===== src/rtl/transmitter_native.sv =====
// transmitter_native: UART transmitter fed from a FIFO read port.
// Each word becomes one idle-high asynchronous frame: start bit, WORD_WIDTH
// data bits LSB first, optional even-parity bit, one stop bit.
// Optional feature macro: TRANSMITTER_NATIVE_PARITY_EN (inserts the parity bit).
module transmitter_native #(
  parameter logic [31:0] CLOCK_FREQUENCY = 32'd100_000_000,
  parameter logic [31:0] BAUD_RATE       = 32'd115200,
  parameter logic [31:0] WORD_WIDTH      = 32'd8
) (
  input  logic                  clk,
  input  logic                  rst,
  input  logic [WORD_WIDTH-1:0] din,
  input  logic                  empty,
  output logic                  re,
  output logic                  dout,
  output logic                  busy
);

  localparam int unsigned CPB = CLOCK_FREQUENCY / BAUD_RATE;
`ifdef TRANSMITTER_NATIVE_PARITY_EN
  localparam int unsigned N = WORD_WIDTH + 3;
`else
  localparam int unsigned N = WORD_WIDTH + 2;
`endif
  localparam int unsigned BW = $clog2(N + 1);

  localparam logic [31:0]   CPB_LAST = 32'(CPB - 1);
  localparam logic [BW-1:0] BIT_LAST = BW'(N - 1);

  localparam logic [1:0] STATE_IDLE      = 2'd0;
  localparam logic [1:0] STATE_READ      = 2'd1;
  localparam logic [1:0] STATE_LOAD      = 2'd2;
  localparam logic [1:0] STATE_SEND_BITS = 2'd3;

  logic [1:0]    state;
  logic [N-1:0]  frame;
  logic [BW-1:0] bit_cnt;
  logic [31:0]   clk_cnt;

  // The line is the bottom of the frame register; it is all ones whenever
  // no frame is in flight, so the line idles high without extra muxing.
  assign dout = frame[0];
  assign re   = (state == STATE_READ);
  assign busy = (state != STATE_IDLE);

  // Sequencer and frame shifter: fetch a word, load it, shift it out one
  // bit every CPB cycles, back-filling with ones so the stop bit falls out last.
  always_ff @(posedge clk) begin
    if (rst) begin
      state   <= STATE_IDLE;
      frame   <= '1;
      bit_cnt <= '0;
      clk_cnt <= '0;
    end else begin
      case (state)
        STATE_IDLE: begin
          if (!empty) state <= STATE_READ;
        end
        STATE_READ: begin
          state <= STATE_LOAD;
        end
        STATE_LOAD: begin
`ifdef TRANSMITTER_NATIVE_PARITY_EN
          frame <= {1'b1, ^din, din, 1'b0};
`else
          frame <= {1'b1, din, 1'b0};
`endif
          bit_cnt <= '0;
          clk_cnt <= '0;
          state   <= STATE_SEND_BITS;
        end
        STATE_SEND_BITS: begin
          if (clk_cnt == CPB_LAST) begin
            clk_cnt <= '0;
            frame   <= {1'b1, frame[N-1:1]};
            bit_cnt <= bit_cnt + 1'b1;
            if (bit_cnt == BIT_LAST) state <= STATE_IDLE;
          end else begin
            clk_cnt <= clk_cnt + 32'd1;
          end
        end
        default: state <= STATE_IDLE;
      endcase
    end
  end

endmodule


===== config.mk =====
export PLATFORM = sky130hd
export DESIGN_NAME = transmitter_native
export DESIGN_NICKNAME = d
export VERILOG_FILES = /design/src/rtl/transmitter_native.sv
export SDC_FILE = /design/constraint.sdc
export NUM_CORES = 1
export LEC_CHECK = 0
export ABC_AREA = 1
export CORE_MARGIN = 8
export CORE_UTILIZATION = 30
export CTS_BUF_LIST = sky130_fd_sc_hd__clkbuf_8
export CTS_CLUSTER_DIAMETER = 60
export DETAILED_ROUTE_END_ITERATION = 8
export DONT_BUFFER_PORTS = 1
export PLACE_DENSITY = 0.48
export SLEW_MARGIN = 20
export SYNTH_ARGS = -nofsm -noshare
export SYNTH_HDL_FRONTEND = slang
export SYNTH_SLANG_ARGS = --single-unit

===== constraint.sdc =====
create_clock -name clk -period 1.6 [get_ports clk]
set_input_delay 0.16 -clock clk [delete_from_list [all_inputs] [get_ports clk]]
set_output_delay 0.16 -clock clk [all_outputs]
set_load 0.01 [all_outputs]

# [Word-level counts from Yosys, hierarchy flattened]
# Index checks and enable logic that the tools add are counted.
# W data, S select, Z words.
[totals] wordCells=29 ff_bits=48 output_inout_bits=3
[classes] n_mux=10 eq_ne=8 n_addsub=2 reduce_logical=5
[op_table] cell="$pmux W32 S2" n=1
[op_table] cell="$add A32 B1 Y32 const B" n=1
[op_table] cell="$eq A32 B10 Y1 const B" n=1
[op_table] cell="$mux W32" n=1
[op_table] cell="$pmux W10 S2" n=1
[op_table] cell="$mux W10" n=1
[op_table] cell="$pmux W2 S4" n=1
[op_table] cell="$pmux W4 S2" n=1
[op_table] cell="$mux W2" n=3
[op_table] cell="$ne A2 B2 Y1 const B" n=3
[op_table] cell="$add A4 B1 Y4 const B" n=1
[op_table] cell="$eq A2 B2 Y1 const B" n=2
[op_table] cell="$eq A4 B4 Y1 const B" n=1
[op_table] cell="$mux W4" n=1
[op_table] cell="$reduce_bool A2 Y1" n=2
[op_table] cell="$reduce_and A3 Y1" n=1
[op_table] cell="$eq A2 B1 Y1 const B" n=1
[op_table] cell="$logic_not A2 Y1" n=1
[op_table] cell="$reduce_and A2 Y1" n=1

# [Logic depth before layout (Yosys ltp)]
# Gate-level depths: netlist of the first run.
[depth] word_depth=4 mapped_depth=11 depth_no_buf=10

# [Worst setup path after synthesis of the first run]
# OpenSTA, ideal clock, no wires.
[synth_timing] path_type="register -> register" from="register clk_cnt[0]" to="register frame[0]" t_arrival_ns=1.465 setup_ns=0.134 setup_slack_ns=0.001 path_buffers=1 stages_incl_launch_ff=12 required_time_ns=1.466 synth_period_minus_slack_ns=1.599 cell_sequence="dfxtp_1 ha_1 nand2_1 nor2_1 nand2_1 nor2_2 nand2_2 nand2_8 nand2_4 buf_6 nand2_1 nand3_1"
[synth_via] elab_chain_cells=3
[synth_rtl] element="start, declared" line_no="38" source="logic [31:0] clk_cnt;"
[synth_rtl] element="start signal, assigned" line_no="79" source="clk_cnt <= clk_cnt + 32'd1;"
[synth_rtl] element="$eq A32 B10 Y1" line_no="73" source="if (clk_cnt == CPB_LAST) begin"
[synth_rtl] element="$ne A2 B2 Y1 (no source line)"
[synth_rtl] element="$reduce_and A2 Y1 (no source line)"
[synth_rtl] element="end signal, assigned" line_no="66" source="frame <= {1'b1, din, 1'b0};"
[synth_rtl] element="end signal, assigned" line_no="75" source="frame <= {1'b1, frame[N-1:1]};"
[synth_rtl] element="end, declared" line_no="36" source="logic [N-1:0] frame;"
# Every way passes these cells.
# A chain may end at the register's enable or synchronous reset.

# [Worst setup path after layout of the first run]
[layout_timing] from="register clk_cnt[1]" to="register clk_cnt[10]"
[layout_via] elab_chain_cells=3 word_cells_on_any_way=4 classes_between="add/sub (1); eq/ne (1); mux (2)"
[layout_rtl] element="$add A32 B1 Y32 or $eq A32 B10 Y1 (tied branches)" line_no="79, 73"
[layout_rtl] element="$mux W32 (*)" line_no="73"
[layout_rtl] element="$pmux W32 S2 (*)" line_no="55" source="case (state)"
# Every way passes the cells marked *; elsewhere a longest branch is shown, timed or not.

==> metrics list, run 1 <==
- Outcome: complete, no violations
- After synthesis the cells add up to 2940 sq um.
- The floorplan step defined a core boundary enclosing 9640 sq um.
- Count of mapped cells out of synthesis: 484
- For the final routed database, the setup TNS stands at 0 ns.
* Sink count of the clock tree: 47
* Via density per instance: 4.63
- TritonCTS clock tree: built
- Counting cells, the worst reg-to-reg path comes to 9.
- Counting the buffers created by CTS gives 5.
* Share of synthesized area spent on multiplexers: 0%
- Among all stages on the critical path, the largest delay is contributed by sky130_fd_sc_hd__dfxtp_2.
* Diodes inserted: 0
- Dominant cell type by area after synthesis: sky130_fd_sc_hd__dfxtp_1
- The filler cells instantiated in the layout total 1,113.
* Number of I/O pins: 14
- In this run, synthesis produced a sequential element count of 47.
- Subtracting the final worst setup slack from the clock period gives 1.53 ns.
- Worst Hold Path EP: frame[8]$_SDFFE_PP1P_
* Vias in the first global route: 2,804
- By area the synthesized netlist is led by sky130_fd_sc_hd__dfxtp_1 32%, sky130_fd_sc_hd__nand2_1 21%, sky130_fd_sc_hd__nand3_1 11%.
- Yosys top cell area share: 32.0%
- Post-CTS clock slew at the launch and capture registers of the worst setup and hold paths: 0.12 ns
- The critical path runs through a total of 9 cells.
- Critical Path End Type: flip-flop
- The HPWL after detailed placement is 6.03 mm.
- Cells traversed along the worst timing path: ha_2 > buf_4 > inv_1 > nor2_4 > nand2_2 > nor2_4 > xor2_1 > nand2_1 > a21oi_1
- The worst register-to-register path begins at clk_cnt[1]$_SDFFE_PP0P_.
- Maximum buffer depth of the clock tree: 2
- The kind of cell with the highest combined delay along the critical path is simple AND/OR/NAND/NOR gates.
- Final Hold Violating Endpoints: 0
* Post-Route Skew: 0.0182 ns
- Clock latency on the worst-skew pair, taken at its later pin, is 0.33 ns.
- Sum of internal, switching and leakage power: 3.35 mW
- WHS Path Cells: 3
- Synthesis produced a netlist with a net count of 503.
- Post-detailed-placement cell area: 3200 sq um
- The die is 115 um tall.
* Pin count of the biggest net entering global routing: 31
- Number of max-cap violations: 0
- For this run, the number of Yosys warnings is 0.
- Among all cell types in the netlist, the one instantiated most often is sky130_fd_sc_hd__nand2_1.
- The first detailed-routing pass took 4 iterations.
* Maximum fanout count along the critical path: 5
* Total Routed Length: 8.17 mm
* Power per unit of standard cell area: 968 nW/um^2
- Number of buffers added on ports: 0
- Data on the critical path is required at its endpoint by 1.86 ns.
- # nets final: 522
- The routed layout has 2,947 vias.
* Most frequently used flop master after synthesis: sky130_fd_sc_hd__dfxtp_1
* Die Outline Area: 13,200 sq um
* Layout Cell Area excl Fill: 3460 sq um
- Setup violations remaining at the end of the flow were counted as 0.
- Final GP Congestion: 0.857
* Max transition margin: 60.5%
* Number of antenna violations at the first check in global routing: 0
* Largest family of logic cells by synthesized area: simple AND/OR/NAND/NOR gates
- Effective utilization at floorplan: 30.5%
* CP dominant cell by count: sky130_fd_sc_hd__nor2_4
- After synthesis, the mean cell area works out to 6.08 sq um.
* Site Rows: 36
- The largest single stage delay on the critical path is 0.35 ns.
- Timing would allow up to 0.653 GHz.
* Final worst-path cycle share: 95.8%
- In the synthesized netlist the async set-or-reset flop fraction comes to 0%.
- In this run the static leakage power is 1.29 nW.
- The die is 115 um wide.
- At the end of the flow the core is filled with cells to 35.9%.
- Number of nets still failing antenna checks after routing: 0
- The worst hold path belongs to the class in2reg.
- Adder and majority gate portion of the synthesized area: 3.40%
- Synth unique cells: 30
- Compared with the post-synthesis result, the final layout area differs by 17.7%.
- The critical path contains buffers and inverters numbering 2 combined.
- Data arrival time of the worst path: 1.79 ns
* Violation count after the first detailed-routing iteration: 192
- Routed len/inst: 12.8 um
- Unrepaired setup endpoints after global routing: true
- Worst Min Path Start: din[7]
* Total number of H-tree levels: 2
* Top cells by count, synth: 164 x sky130_fd_sc_hd__nand2_1, 68 x sky130_fd_sc_hd__nor2_1, 65 x sky130_fd_sc_hd__nand3_1, 47 x sky130_fd_sc_hd__dfxtp_1, 42 x sky130_fd_sc_hd__inv_1
* Worst slew pin tran: 0.592 ns
- Ratio of cells with drive above 1 in the final layout: 16.1%
- In this run, synthesis inferred 0 flip-flops with an integrated enable.
- The tree is rooted in a sky130_fd_sc_hd__clkbuf_8.
- For this run, the register share of the synthesized area comes to 32.0%.
- Of the total synthesized cell area, the portion taken by XOR and XNOR cells is 2.09%.
- Global routing consumed, over all layers together, 13.0% of the routing resources.
- The synthesized netlist devotes 8.38% of its cell area to compound gates.
- After detailed routing, the number of remaining DRC violations is 0.
* Critical path class: reg2reg
- In this run the critical register-to-register path is captured at clk_cnt[10]$_SDFFE_PP0P_.
* Overflow left after global routing: 0
* R2r setup slk: 0.07 ns
- The worst-case IR drop observed on VDD is 0.740 mV.
- The first global-routing pass estimated 13.6 mm of wire.
- Type of origin of the critical path: flip-flop
* Synth Area in Simple Gates: 46.0%
- The number of slew-limit violations in the final report is 0.
how the worst max path moves through the flow:
stage / from / to / slack (ns)
after floorplan: clk_cnt[0]$_SDFFE_PP0P_ / frame[0]$_SDFFE_PP1P_ / 0.001
after global placement: state[0]$_SDFFE_PP0P_ / bit_cnt[0]$_SDFFE_PP0P_ / -0.07
after detailed placement: state[0]$_SDFFE_PP0P_ / bit_cnt[0]$_SDFFE_PP0P_ / -0.06
after CTS: clk_cnt[1]$_SDFFE_PP0P_ / clk_cnt[10]$_SDFFE_PP0P_ / 0.002
after global routing: clk_cnt[6]$_SDFFE_PP0P_ / clk_cnt[31]$_SDFFE_PP0P_ / -0.04
final: clk_cnt[1]$_SDFFE_PP0P_ / clk_cnt[10]$_SDFFE_PP0P_ / 0.07
report_power, final:
| part | internal, mW | switching (mW) |
|---|---|---|
| clock | 0.331 | 0.508 |
| sequential | 1.32 | 0.0908 |
| combinational | 0.387 | 0.718 |
cell type report:
type	count	area (sq um)	area share, %
Multi-Input combinational cell	378	1840	53.2
Timing Repair Buffer	25	220	6.36
Sequential cell	47	958	27.7
Clock inverter	3	28.8	0.832
Clock buffer	5	68.8	1.99
Inverter	46	176	5.10
Tap cell	133	166	4.81
cells by family after synthesis:
group / after synthesis
AO/OA/AOI/OAI: 47
XOR/XNOR: 7
adder cells (fa/ha/maj): 8
buffers and inverters: 59
flip-flops: 47
AND/OR/NAND/NOR: 316
layer usage:
metal,wire length (um),global-route usage (%),vias up
li1,-,-,1580
met1,4170,17.2,1320
met2,3590,20.8,41
met3,317,2.42,6
met4,97,3.85,0
met5,0,0,-
repair_timing:
item                                    in CTS  in global routing
endpoints found under the setup margin       4                 35
setup buffers                                0                  3
pin swaps                                    0                  9
gates resized for setup                      2                 40
hold buffers                                 1                  0
hold endpoints to repair                    30                  0
layout by cell type (no fill, tap or decap), drive strengths merged:
cell type	instances
clkinv	1
or2	1
a22oi	1
o22ai	1
nand4	1
ha	8
nor3b	4
o211ai	1
a21oi	32
nand3b	1
dfxtp	47
buf	25
xnor2	3
xor2	4
o21ai	10
nor3	1
nor2	73
clkbuf	5
o21a	2
inv	48
nand3	66
nand2	169
sequential cells by signal (all words and copies together), names as in the netlist:
| signal | count |
|---|---|
| state | 2 |
| bit_cnt | 4 |
| frame | 9 |
| clk_cnt | 32 |
stage by stage:
stage / setup slack (ns) / cells / hold WS (ns)
after global placement: -0.0653 / 625 / 0.235
after global routing: -0.0361 / 637 / 0.0717
final: 0.0678 / 637 / 0.0633
after CTS: 0.00194 / 634 / 0.0527
after detailed placement: -0.0581 / 625 / 0.235
after floorplan: 0.00134 / 484 / 0.379
worst reg2reg max path, stage by stage, from the launching register on:
cell                      delay, ns
sky130_fd_sc_hd__dfxtp_2       0.35
sky130_fd_sc_hd__ha_2          0.17
sky130_fd_sc_hd__buf_4         0.14
sky130_fd_sc_hd__inv_1         0.07
sky130_fd_sc_hd__nor2_4        0.13
sky130_fd_sc_hd__nand2_2       0.13
sky130_fd_sc_hd__nor2_4        0.15
sky130_fd_sc_hd__xor2_1        0.16
sky130_fd_sc_hd__nand2_1       0.06
sky130_fd_sc_hd__a21oi_1       0.12
Note: power is estimated with default switching activity, not from simulation.
==> run 2: changes to the inputs <==
- CORE_UTILIZATION: 30 -> 55
- PLACE_DENSITY: 0.48 -> 0.76
==> metrics list, run 2 (synthesis gave the netlist of run 1 again) <==
* Outcome: complete, no violations
- For met2 alone, demand over resource in global routing was 29.8%.
- Minimum hold slack: 0.0835 ns
- Maximum fanout count along the critical path: 4
* Routing usage on met3: 3.40%
* Post-detailed-placement half-perimeter wirelength: 5.52 mm
- Number of I/O pins: 14
* Total number of H-tree levels: 2
- Using the TritonRoute via totals, the vias-per-cell ratio works out to 5.32.
- The layer flagged by global routing as most heavily used is met2.
- Of the cells placed in the final design, the portion with a size suffix greater than 1 is 15.1%.
- Largest register FFs: 32
* Worst hold path class: in2reg
* Sum of internal, switching and leakage power: 3.26 mW
- Post-CTS clock slew at the launch and capture registers of the worst setup and hold paths: 0.10 ns
* Type of origin of the critical path: flip-flop
- The die is 89.1 um wide.
- The floorplan has 26 rows.
- In the final layout, the registers with the most flip-flops are clk_cnt (32), frame (9), bit_cnt (4).
* Maximum buffer depth of the clock tree: 2
* Cells traversed along the worst timing path: ha_4 > buf_4 > inv_1 > nor2_4 > buf_6 > nand3_2 > nor2_1 > o22ai_1 > nor3b_1
* Final worst-path cycle share: 97.6%
* Register containing the most flip-flops in the final layout: clk_cnt
- The finished layout holds 573 standard cells, fillers aside.
- The total overflow left after global routing is 0.
* Fin util: 65.5%
- In this run the power density over the cells is 969 nW/um^2.
- Most used cells in the layout excluding fill and tap cells: 164 x sky130_fd_sc_hd__nand2_1, 62 x sky130_fd_sc_hd__nand3_1, 57 x sky130_fd_sc_hd__nor2_1
- Final Hold Violating Endpoints: 0
* Routing usage on met1: 28.2%
- Final GP Congestion: 0.966
- For this run, the total global-route usage over all layers was measured as 19.8%.
* Pin count of the biggest net entering global routing: 31
- Post-Route Skew: 0.0118 ns
- Total negative setup slack: 0 ns
- Max-slew violation total from the final report: 0
- Worst IR drop on VDD: 0.754 mV
* Leak Pwr: 1.29 nW
* Number of cells in the design after placement: 561
* Synth-to-layout area growth: 14.6%
- Sink count of the clock tree: 47
- In this run the standard cell core region covers 5140 sq um.
* Diodes inserted: 0
- In this run the clock root is driven by a sky130_fd_sc_hd__clkbuf_8.
- Setup violations remaining at the end of the flow were counted as 0.
- The initial antenna violation count is 0.
* Overall die height: 89.1 um
- Port buffering added 0 buffers.
- TritonCTS clock tree: built
- Clk_lat worst skew: 0.31 ns
* Worst Slack Setup Final: 0.0383 ns
- The floorplan step defined a die boundary enclosing 7940 sq um.
- Slowest CP cell: sky130_fd_sc_hd__dfxtp_2
- The worst setup path is captured at a flip-flop.
- First-pass GRT wire length: 12.4 mm
* Layout Cell Area excl Fill: 3370 sq um
* Effective utilization at floorplan: 57.2%
* Number of buffers created by CTS: 5
* # nets final: 521
- Routed len/inst: 13.4 um
* Number of max-cap violations: 0
- In this run, the number of DRC markers left after iteration 0 of detailed routing was 227.
- Number of nets still failing antenna checks after routing: 0
* Most frequent standard cell in the layout excluding fill and tap cells: sky130_fd_sc_hd__nand2_1
* Post-place setup slack: -0.0293 ns
- For this run, the slowest stage of the critical path takes 0.36 ns.
- Worst slew pin tran: 0.530 ns
* Total number of vias: 3,050
- Setup repair after global routing could not meet its margin everywhere.
- Derived from the worst setup path, the maximum achievable clock frequency is 0.640 GHz.
- The first detailed-routing pass ran for 5 iterations.
* Vias in the first global route: 2,682
- DRC Markers: 0
- Post-detailed-placement cell area: 3110 sq um
- After detailed routing, the total wire length is 7.66 mm.
- Worst Path Required: 1.83 ns
* Final period demand of the worst path: 1.56 ns
- Data arrives at the worst endpoint at 1.79 ns.
- Max transition margin: 64.6%
* Critical path class: reg2reg
run 2: changes by cell type in the layout (fill, tap and decap cells not counted), moves of 2 or more:
cell                      previous run  this run
sky130_fd_sc_hd__nor2_2             14        12
sky130_fd_sc_hd__a21oi_2             0         3
sky130_fd_sc_hd__nor2_1             54        57
sky130_fd_sc_hd__dfxtp_2            11         7
sky130_fd_sc_hd__dfxtp_1            35        40
sky130_fd_sc_hd__a21oi_1            32        29
sky130_fd_sc_hd__nand2_2             3         1
run 2: cell type report:
type / instances / area (sq um)
Inverter: 46 / 181
Clock buffer: 5 / 68.8
Sequential cell: 47 / 950
Multi-Input combinational cell: 378 / 1860
Fill cell: 522 / 1770
Clock inverter: 3 / 18.8
Timing Repair Buffer: 24 / 204
Tap cell: 70 / 87.6
run 2: where the power goes:
group	total (mW)	internal [mW]	switching, mW
sequential	1.42	1.32	0.100
combinational	1.10	0.387	0.718
clock	0.739	0.309	0.430
total	3.26	2.01	1.25
run 2: worst paths after layout:
kind / start / to / slack [ns] / depth (start not counted)
setup / recovery: clk_cnt[1]$_SDFFE_PP0P_ / clk_cnt[6]$_SDFFE_PP0P_ / 0.04 / 9
hold / removal: din[7] / frame[8]$_SDFFE_PP1P_ / 0.08 / 3
setup reg to reg: clk_cnt[1]$_SDFFE_PP0P_ / clk_cnt[6]$_SDFFE_PP0P_ / 0.04 / 9
hold reg to reg: frame[1]$_SDFFE_PP1P_ / frame[1]$_SDFFE_PP1P_ / 0.47 / 2
run 2: layer usage:
metal,wire (um),up-vias
li1,-,1575
met5,0,-
met3,439,8
met2,3330,91
met4,83,0
met1,3800,1376
run 2: worst max-delay path: cells and delay by family, from the launching register on:
| family | cells | cell delay, ns |
|---|---|---|
| buffers and inverters | 3 | 0.31 |
| adder cells (fa/ha/maj) | 1 | 0.15 |
| AO/OA/AOI/OAI | 1 | 0.09 |
| AND/OR/NAND/NOR | 4 | 0.57 |
| flip-flops | 1 | 0.36 |
run 2: timing repair:
item,CTS,global route
pin swaps,0,10
setup endpoints to repair,17,33
setup buffers,0,3
endpoints found under the hold margin,30,0
gates resized for setup,3,40
hold buffers,1,0
==> run 3: changes to the inputs <==
- CORE_UTILIZATION: 55 -> 45
- PLACE_DENSITY: 0.76 -> 0.65
- TNS_END_PERCENT: default -> 100
==> metrics list, run 3 (synthesis gave the netlist of run 1 again) <==
- Critical Path End Type: flip-flop
- Vias in the first global route: 2,807
- Number of antenna violations at the first check in global routing: 0
- Post-CTS clock slew at the launch and capture registers of the worst setup and hold paths: 0.09 ns
- The die covers 9380 sq um.
- Pin placement for this block handled 14 I/O pins.
- Once the floorplan was initialized, standard cells occupied 46.3% of the core.
* Unrepaired setup endpoints after global routing: true
- Overall die height: 96.8 um
- The first TritonRoute pass finished after 4 iterations.
- Relative contribution of the clock network to total power: 22.4%
- Total Routed Length: 7.57 mm
- After detailed routing, the average wire length per cell comes to 13.2 um.
* Most used cells in the layout excluding fill and tap cells: 164 x sky130_fd_sc_hd__nand2_1, 64 x sky130_fd_sc_hd__nand3_1, 57 x sky130_fd_sc_hd__nor2_1
- Final setup vio count: 0
- Width of the die: 96.8 um
- In the final layout, the share of cells above drive strength 1 is 13.3%.
- Site Rows: 29
* Power share of the sequential group: 43.7%
- The library cell used most frequently in the layout, excluding fill and tap cells, is sky130_fd_sc_hd__nand2_1.
- Max-slew violation total from the final report: 0
* Type of origin of the critical path: flip-flop
- Total negative setup slack: 0 ns
* Total number of vias: 2,996
- Number of buffers created by CTS: 5
- Filler Cells Inserted: 663
- Outcome: complete, no violations
- In this run the worst hold path is classified as in2reg.
* Post-Route Skew: 0.00647 ns
- Critical path class: reg2reg
* Pin count of the biggest net entering global routing: 31
- The analysis attributes to net switching a power of 1.25 mW.
- At the pin with the least slew margin, the transition time is 0.548 ns.
- First-pass GRT wire length: 13.1 mm
- Clk_lat worst skew: 0.31 ns
- Across every metal layer, demand over resource in global routing totals 16.1%.
* Maximum operating frequency: 0.641 GHz
- Final worst-path cycle share: 97.5%
- Routability-driven placement finished with a final weighted congestion of 0.883.
* Final period demand of the worst path: 1.56 ns
* Power share of the combinational group: 34.0%
- Sum of internal, switching and leakage power: 3.27 mW
- Headroom to the max-slew limit came out at 63.4%.
- Net Sw Frac: 38.3%
- The total overflow left after global routing is 0.
* Worst IR drop on VDD: 0.793 mV
- The area growth from synthesis to layout is 12.0%.
- At the worst endpoint, the arrival time is 1.76 ns.
* Biggest regs: clk_cnt (32), frame (9), bit_cnt (4)
- The clock tree synthesis step divided the H-tree into 2 levels.
- At the worst endpoint, the required time is 1.80 ns.
* Diodes inserted: 0
- Via density per instance: 5.22
* Maximum fanout count along the critical path: 7
- Registers take 951 sq um.
- The clock net in this run drives a total of 47 sinks.
* Number of buffers added on ports: 0
- In this run the remaining antenna-violating nets after routing total 0.
* Multi-input combinational cell area: 1830 sq um
* Largest register FFs: 32
- Final Hold Violating Endpoints: 0
* Register containing the most flip-flops in the final layout: clk_cnt
- The first routing iteration left 253 violations.
* Power per unit of standard cell area: 992 nW/um^2
- At the end of the flow, the number of nets in the layout was 515.
* Maximum buffer depth of the clock tree: 2
- The root buffer cell chosen for the clock tree is sky130_fd_sc_hd__clkbuf_8.
- Internal power comes to 2.02 mW.
* Placeable Area: 6350 sq um
* Number of max-cap violations: 0
- Detailed placement finished with a half-perimeter wire length of 5.61 mm.
- TritonCTS built the clock tree.
- In the routed design, unresolved DRC markers number 0.
- Summed over all cells, the static leakage comes to 1.24 nW.
## run 3: cell types whose count changed in the layout (fill, tap and decap cells not counted), sizes merged
cell	change
buf	-6
## run 3: repair_timing
action | CTS | global route
hold buffers | 1 | 0
gates resized for setup | 2 | 32
pin swaps | 0 | 4
endpoints found under the hold margin | 30 | 0
setup buffers | 0 | 3
setup endpoints to repair | 3 | 29
## run 3: critical path: stages (launching register included)
cell                      delay (ns)
sky130_fd_sc_hd__dfxtp_1        0.39
sky130_fd_sc_hd__nand2_1        0.16
sky130_fd_sc_hd__nor2_1         0.13
sky130_fd_sc_hd__nand2_1        0.08
sky130_fd_sc_hd__nor2_2         0.13
sky130_fd_sc_hd__nand2_4        0.11
sky130_fd_sc_hd__nand2_8        0.12
sky130_fd_sc_hd__buf_6          0.13
sky130_fd_sc_hd__nor2_1         0.04
sky130_fd_sc_hd__o21a_1         0.17
## run 3: cell type report
cell class              instances  area share, %
flip-flops and latches         47           28.9
inverters                      46           5.36
multi-input cells             378           55.5
repair buffers                 18           4.71
well taps                      77           2.93
clock buffers                   5           2.09
clock inverters                 3          0.494
## run 3: final timing paths
path | cells past startpoint | slack [ns] | from | endpoint
setup reg to reg | 9 | 0.04 | clk_cnt[6]$_SDFFE_PP0P_ | clk_cnt[2]$_SDFFE_PP0P_
setup / recovery | 9 | 0.04 | clk_cnt[6]$_SDFFE_PP0P_ | clk_cnt[2]$_SDFFE_PP0P_
hold reg to reg | 2 | 0.47 | frame[8]$_SDFFE_PP1P_ | frame[8]$_SDFFE_PP1P_
hold / removal | 3 | 0.09 | din[7] | frame[8]$_SDFFE_PP1P_
## run 3: metrics by stage
step / instances / util (%) / hold WS (ns) / setup WS (ns) / instance area (sq um)
after floorplan: 484 / - / 0.379 / 0.00134 / 2940
after global placement: 562 / 48.4 / 0.235 / 0.0120 / 3080
after detailed placement: 562 / 48.4 / 0.237 / -0.0400 / 3080
after CTS: 571 / 50.1 / 0.0858 / 0.0446 / 3180
after global routing: 574 / 51.9 / 0.112 / -0.0626 / 3290
final: 574 / 51.9 / 0.0930 / 0.0398 / 3290
## run 3: power by group through the flow
stage	registers, mW	logic [mW]	clock network, mW
4_1_cts	1.41	1.03	0.753
5_1_grt	1.45	1.25	0.787
6_report	1.43	1.11	0.730
2_1_floorplan	1.42	0.790	0
3_5_place_dp	1.43	1.00	0
3_3_place_gp	1.43	0.986	0
## run 3: layer usage
| metal | GRT usage, % | routed length, um | vias up |
|---|---|---|---|
| met5 | 0 | 0 | - |
| met4 | 3.67 | 63 | 0 |
| met3 | 2.35 | 313 | 6 |
| met2 | 26.0 | 3480 | 70 |
| met1 | 21.9 | 3720 | 1364 |
| li1 | - | - | 1556 |
